File: config.mk
export PLATFORM = sky130hd
export DESIGN_NAME = spi_slave_responder
export DESIGN_NICKNAME = d
export VERILOG_FILES = /design/src/rtl/spi_slave_responder_pkg.sv /design/src/rtl/spi_slave_responder_sync_edge.sv /design/src/rtl/spi_slave_responder.sv
export SDC_FILE = /design/constraint.sdc
export NUM_CORES = 1
export LEC_CHECK = 0
export ABC_AREA = 1
export ABC_CLOCK_PERIOD_IN_PS = 2000
export CORE_MARGIN = 8
export CORE_UTILIZATION = 55
export CTS_BUF_LIST = sky130_fd_sc_hd__clkbuf_4
export CTS_CLUSTER_DIAMETER = 80
export DETAILED_ROUTE_END_ITERATION = 8
export GPL_TIMING_DRIVEN = 0
export HOLD_SLACK_MARGIN = 0.06
export PLACE_DENSITY = 0.77
export SYNTH_ARGS = -nofsm -noshare
export SYNTH_HDL_FRONTEND = slang
export SYNTH_HIERARCHICAL = 1
export SYNTH_SLANG_ARGS = --single-unit
File: constraint.sdc
create_clock -name clk -period 2 [get_ports clk]
set_clock_uncertainty 0.2 [all_clocks]
set_input_delay 0.4 -clock clk [delete_from_list [all_inputs] [get_ports clk]]
set_output_delay 0.4 -clock clk [all_outputs]
set_load 0.02 [all_outputs]
File: src/rtl/spi_slave_responder_pkg.sv
// Shared SPI definitions: word size, mode, and the responder FSM state type.
package spi_slave_responder_pkg;

    localparam int unsigned SPI_DATA_W = 8;
    localparam logic        SPI_CPOL   = 1'b0;
    localparam logic        SPI_CPHA   = 1'b0;

    typedef enum logic {
        S_IDLE,
        S_ACTIVE
    } spi_state_e;

endpackage

File: src/rtl/spi_slave_responder_sync_edge.sv
// Synchroniser for one asynchronous pin plus registered rise/fall detection.
module spi_slave_responder_sync_edge #(
    parameter int unsigned STAGES  = 2,
    parameter logic        RST_VAL = 1'b0
) (
    input  logic clk,
    input  logic rst,
    input  logic d,
    output logic level,
    output logic rise,
    output logic fall
);

    logic [STAGES-1:0] sync_q, sync_d;
    logic              hist_q, hist_d;
    logic              rise_q, rise_d;
    logic              fall_q, fall_d;

    // Edge pulses are registered, so level is taken from the history flop to stay aligned.
    always_comb begin
        sync_d = {sync_q[STAGES-2:0], d};
        hist_d = sync_q[STAGES-1];
        rise_d = sync_q[STAGES-1] & ~hist_q;
        fall_d = ~sync_q[STAGES-1] & hist_q;
    end

    always_ff @(posedge clk) begin
        if (!rst) begin
            sync_q <= {STAGES{RST_VAL}};
            hist_q <= RST_VAL;
            rise_q <= 1'b0;
            fall_q <= 1'b0;
        end else begin
            sync_q <= sync_d;
            hist_q <= hist_d;
            rise_q <= rise_d;
            fall_q <= fall_d;
        end
    end

    assign level = hist_q;
    assign rise  = rise_q;
    assign fall  = fall_q;

endmodule

File: src/rtl/spi_slave_responder.sv
// SPI mode-0 slave: oversampled pins, MSB-first rx deserialiser, tx serialiser, rx handshake.
module spi_slave_responder
    import spi_slave_responder_pkg::*;
#(
    parameter int unsigned DATA_W      = SPI_DATA_W,
    parameter int unsigned SYNC_STAGES = 2
) (
    input  logic              clk,
    input  logic              rst,
    input  logic              ss,
    input  logic              sclk,
    input  logic              mosi,
    output logic              miso,
    input  logic [DATA_W-1:0] tx_data,
    output logic [DATA_W-1:0] rx_data,
    output logic              rx_valid,
    input  logic              rx_ack,
    output logic              overrun,
    output logic              frame_err,
    output logic              busy
);

    localparam int unsigned CNT_W     = $clog2(DATA_W);
    localparam int unsigned FLUSH_CYC = SYNC_STAGES + 2;
    localparam int unsigned FL_W      = $clog2(FLUSH_CYC + 1);

    logic ss_level, ss_rise, ss_fall;
    logic sclk_level_unused, sclk_rise, sclk_fall;
    logic mosi_level, mosi_rise_unused, mosi_fall_unused;

    spi_slave_responder_sync_edge #(.STAGES(SYNC_STAGES), .RST_VAL(1'b1)) u_ss_sync (
        .clk(clk), .rst(rst), .d(ss), .level(ss_level), .rise(ss_rise), .fall(ss_fall)
    );
    spi_slave_responder_sync_edge #(.STAGES(SYNC_STAGES), .RST_VAL(1'b0)) u_sclk_sync (
        .clk(clk), .rst(rst), .d(sclk), .level(sclk_level_unused), .rise(sclk_rise), .fall(sclk_fall)
    );
    spi_slave_responder_sync_edge #(.STAGES(SYNC_STAGES), .RST_VAL(1'b0)) u_mosi_sync (
        .clk(clk), .rst(rst), .d(mosi), .level(mosi_level), .rise(mosi_rise_unused), .fall(mosi_fall_unused)
    );

    spi_state_e        state_q, state_d;
    logic [CNT_W-1:0]  bit_cnt_q, bit_cnt_d;
    logic [DATA_W-1:0] rx_shift_q, rx_shift_d;
    logic [DATA_W-1:0] tx_shift_q, tx_shift_d;
    logic [DATA_W-1:0] rx_data_q, rx_data_d;
    logic              rx_valid_q, rx_valid_d;
    logic              overrun_q, overrun_d;
    logic              frame_err_q, frame_err_d;
    logic              arm_q, arm_d;
    logic [FL_W-1:0]   flush_q, flush_d;
    logic              primed;

    // A frame may only start once ss has been seen high with the sync chain flushed of reset values.
    assign primed = (flush_q == FL_W'(FLUSH_CYC));

    always_comb begin
        state_d     = state_q;
        bit_cnt_d   = bit_cnt_q;
        rx_shift_d  = rx_shift_q;
        tx_shift_d  = tx_shift_q;
        rx_data_d   = rx_data_q;
        rx_valid_d  = rx_valid_q;
        overrun_d   = 1'b0;
        frame_err_d = 1'b0;
        flush_d     = primed ? flush_q : flush_q + FL_W'(1);
        arm_d       = arm_q | (primed & ss_level);

        if (rx_ack && rx_valid_q) begin
            rx_valid_d = 1'b0;
        end

        case (state_q)
            S_IDLE: begin
                if (ss_fall && arm_q) begin
                    tx_shift_d = tx_data;
                    rx_shift_d = '0;
                    bit_cnt_d  = '0;
                    state_d    = S_ACTIVE;
                end
            end
            S_ACTIVE: begin
                if (ss_rise) begin
                    state_d     = S_IDLE;
                    frame_err_d = (bit_cnt_q != '0);
                    bit_cnt_d   = '0;
                    rx_shift_d  = '0;
                end else if (sclk_rise) begin
                    rx_shift_d = {rx_shift_q[DATA_W-2:0], mosi_level};
                    if (bit_cnt_q == CNT_W'(DATA_W - 1)) begin
                        rx_data_d  = {rx_shift_q[DATA_W-2:0], mosi_level};
                        overrun_d  = rx_valid_q & ~rx_ack;
                        rx_valid_d = 1'b1;
                        bit_cnt_d  = '0;
                    end else begin
                        bit_cnt_d = bit_cnt_q + CNT_W'(1);
                    end
                end else if (sclk_fall) begin
                    tx_shift_d = (bit_cnt_q == '0) ? tx_data : {tx_shift_q[DATA_W-2:0], 1'b0};
                end
            end
            default: state_d = S_IDLE;
        endcase
    end

    always_ff @(posedge clk) begin
        if (!rst) begin
            state_q     <= S_IDLE;
            bit_cnt_q   <= '0;
            rx_shift_q  <= '0;
            tx_shift_q  <= '0;
            rx_data_q   <= '0;
            rx_valid_q  <= 1'b0;
            overrun_q   <= 1'b0;
            frame_err_q <= 1'b0;
            arm_q       <= 1'b0;
            flush_q     <= '0;
        end else begin
            state_q     <= state_d;
            bit_cnt_q   <= bit_cnt_d;
            rx_shift_q  <= rx_shift_d;
            tx_shift_q  <= tx_shift_d;
            rx_data_q   <= rx_data_d;
            rx_valid_q  <= rx_valid_d;
            overrun_q   <= overrun_d;
            frame_err_q <= frame_err_d;
            arm_q       <= arm_d;
            flush_q     <= flush_d;
        end
    end

    assign miso      = (state_q == S_ACTIVE) ? tx_shift_q[DATA_W-1] : 1'b0;
    assign busy      = (state_q == S_ACTIVE);
    assign rx_data   = rx_data_q;
    assign rx_valid  = rx_valid_q;
    assign overrun   = overrun_q;
    assign frame_err = frame_err_q;

endmodule

==> results of run 1 <==
==> power groups by stage <==
stage	logic, mW	clock network [mW]	registers (mW)
2_1_floorplan	0.116	0	1.03
3_3_place_gp	0.163	0	1.03
3_5_place_dp	0.169	0	1.04
4_1_cts	0.169	0.708	1.02
5_1_grt	0.192	0.747	1.02
6_report	0.167	0.691	1.01
==> metrics by stage <==
step | setup slack [ns] | util [%] | cell area [um2]
floorplan | 0.448 | - | 1940
global placement | -0.365 | 67.1 | 2260
detailed placement | -0.362 | 67.1 | 2260
CTS | 0.0129 | 70.2 | 2360
global route | 0.00728 | 70.3 | 2370
finish | 0.0770 | 70.3 | 2370
==> flip-flops by register name, summed over array words and instances, names as in the netlist <==
name and count:
rx_shift_q 7, u_ss_sync/fall 1, u_sclk_sync/rise 1, u_sclk_sync/fall 1
u_ss_sync/sync_q 2, overrun 1, tx_shift_q 8, u_ss_sync/level 1
u_sclk_sync/sync_q 2, u_ss_sync/rise 1, u_sclk_sync/level 1, u_mosi_sync/sync_q 2
frame_err 1, rx_valid 1, flush_q 3, rx_data 8
busy 1, u_mosi_sync/level 1, bit_cnt_q 3, arm_q 1
==> cell usage in the layout (no fill, tap or decap), drive strengths merged <==
master	count
bufinv	2
clkdlybuf4s50	24
nor2	52
xnor2	1
nor3	3
o21ai	16
nand2	69
clkbuf	8
dlygate4sd2	1
dfxtp	47
a21oi	6
nand3	18
clkdlybuf4s15	1
buf	4
inv	35
ha	5
==> layout make-up <==
type | count | share of cell area [%]
clock buffers | 6 | 1.90
multi-input cells | 170 | 34.6
inverters | 35 | 5.55
flip-flops and latches | 47 | 39.9
clock inverters | 2 | 2.54
well taps | 46 | 2.43
repair buffers | 26 | 11.0
plain buffers | 6 | 2.01
==> routing by layer <==
metal,up-vias,global-route usage (%),share of wire (%)
li1,856,-,-
met4,0,6.40,1.6
met5,-,0,0
met3,5,3.29,4.3
met2,21,23.2,47
met1,696,15.2,47
==> timing repair <==
action / CTS / global route
hold buffers: 0 / 0
gates resized for setup: 5 / 3
setup endpoints to repair: 2 / 8
==> worst min path at each step <==
stage / from / end / cells past startpoint
final: u_ss_sync/sync_q[0] / u_ss_sync/sync_q[1] / 2
after global placement: u_ss_sync/sync_q[0] / u_ss_sync/sync_q[1] / 2
after floorplan: u_ss_sync/sync_q[0] / u_ss_sync/sync_q[1] / 2
after detailed placement: u_ss_sync/sync_q[0] / u_ss_sync/sync_q[1] / 2
after CTS: u_sclk_sync/sync_q[1] / u_sclk_sync/fall / 1
after global routing: u_ss_sync/sync_q[1] / u_ss_sync/fall / 1
==> impl_metrics.json, run 1 <==
{
  "startpoint": "rx_data[6]",
  "hpwlAfterDp_um": 2530,
  "cts-root-buf": "clkbuf_4",
  "post-place-cells": 330,
  "grt_start_max_net_pins": 17,
  "reg2reg_depth": 8,
  "synth_cells": 258,
  "drc": 0,
  "end_kind": "primary output",
  "grt_usage_pct": 13.5,
  "status": "complete, no violations",
  "cp.buffers_inverters": 1,
  "synth_area_per_cell_um2": 7.51,
  "clockPowerShare_pct": 36.9,
  "cp.arrival_ns": 1.32,
  "finalCriticalPeriod_ns": 1.92,
  "p_int_mw": 1.46,
  "cts_max_level": 2,
  "tightest_slew_ns": 0.483,
  "cp_slowest_cell": "clkdlybuf4s50_1",
  "register_area_um2": 945,
  "cp_max_fo": 2,
  "r2r-start": "bit_cnt_q[0]",
  "ant_nets": 0,
  "syn-num-nets": 277,
  "start_kind": "flop",
  "timing.hold.ws_ns": 0.217,
  "fp-row-count": 21,
  "antenna_cells": 0,
  "clk_latency_ns": 0.36,
  "multiInputGateArea_um2": 820,
  "p_comb_share_pct": 8.9,
  "clock.fmax_ghz": 0.520,
  "ir_drop_v": 0.000514,
  "grt_remaining_overflow": 0,
  "cts_buffers": 5,
  "die_area_um2": 5680,
  "power_switching_uw": 407,
  "finalWirelength_um": 3480,
  "tritoncts": "built",
  "power_leakage_nw": 1.08,
  "hold_violations": 0,
  "report.final.slew_viol_count": 0,
  "area_growth_pct": 22.1,
  "clk_pin_slew_worst_paths_ns": 0.12,
  "endpoint": "rx_data[6]",
  "place.gp.congestion": 0.794,
  "yosys_warnings": 6,
  "fillers": 309,
  "ff2ff_setup_slack_ns": 0.28,
  "final.period_utilization_pct": 96.2,
  "dr.pass1.iters": 4,
  "dieHeight_um": 75.4,
  "cp.depth": 1,
  "cts.sinks": 47,
  "max_stage_delay_ns": 0.62,
  "maxCapViolations": 0,
  "cts_buffer_depth": 2,
  "r2r-end": "tx_shift_q[0]",
  "rsz0062_at_grt": "false",
  "final_cell_count_no_fill": 338,
  "p_per_area_nw_per_um2": 791,
  "io_buffers": 26,
  "antenna_found_initial": 0,
  "drt_iter0_markers": 77,
  "grt_pass1_vias": 1408,
  "vias": 1578,
  "pwr-share-seq_pct": 54.2,
  "hp-class": "reg2reg",
  "post_cts_buffers": 0,
  "max_slew_margin_pct": 67.7,
  "path_delay_family": "buffers and inverters",
  "fin_nets": 310,
  "path_cells": "clkdlybuf4s50_1",
  "ios": 27,
  "worstSetupPathType": "reg2out",
  "detail_route.wl_per_cell_um": 10.3,
  "core_area_um2": 3360,
  "die_x_um": 75.4,
  "tns_ns": 0,
  "netlist_area_um2": 1940,
  "cp.required_ns": 1.40,
  "initial_utilization_pct": 57.6,
  "grt_pass1_wl_um": 5930,
  "setup-violations-final": 0,
  "p_sw_share_pct": 21.8,
  "routed_via_density": 4.67,
  "drive_gt1_share_pct": 10.6,
  "total_power_mw": 1.87
}
No activity file was read; power rests on OpenSTA's default activity.
==> inputs of run 2 (changes only) <==
- ABC_CLOCK_PERIOD_IN_PS: 2000 -> unset
==> results of run 2 <==
Same layout as run 1: the final DEF is identical, and so are final timing and power.
==> inputs of run 3 (changes only) <==
- CTS_CLUSTER_DIAMETER: 80 -> 200
==> results of run 3 <==
Same layout as run 1: the final DEF is identical, and so are final timing and power.
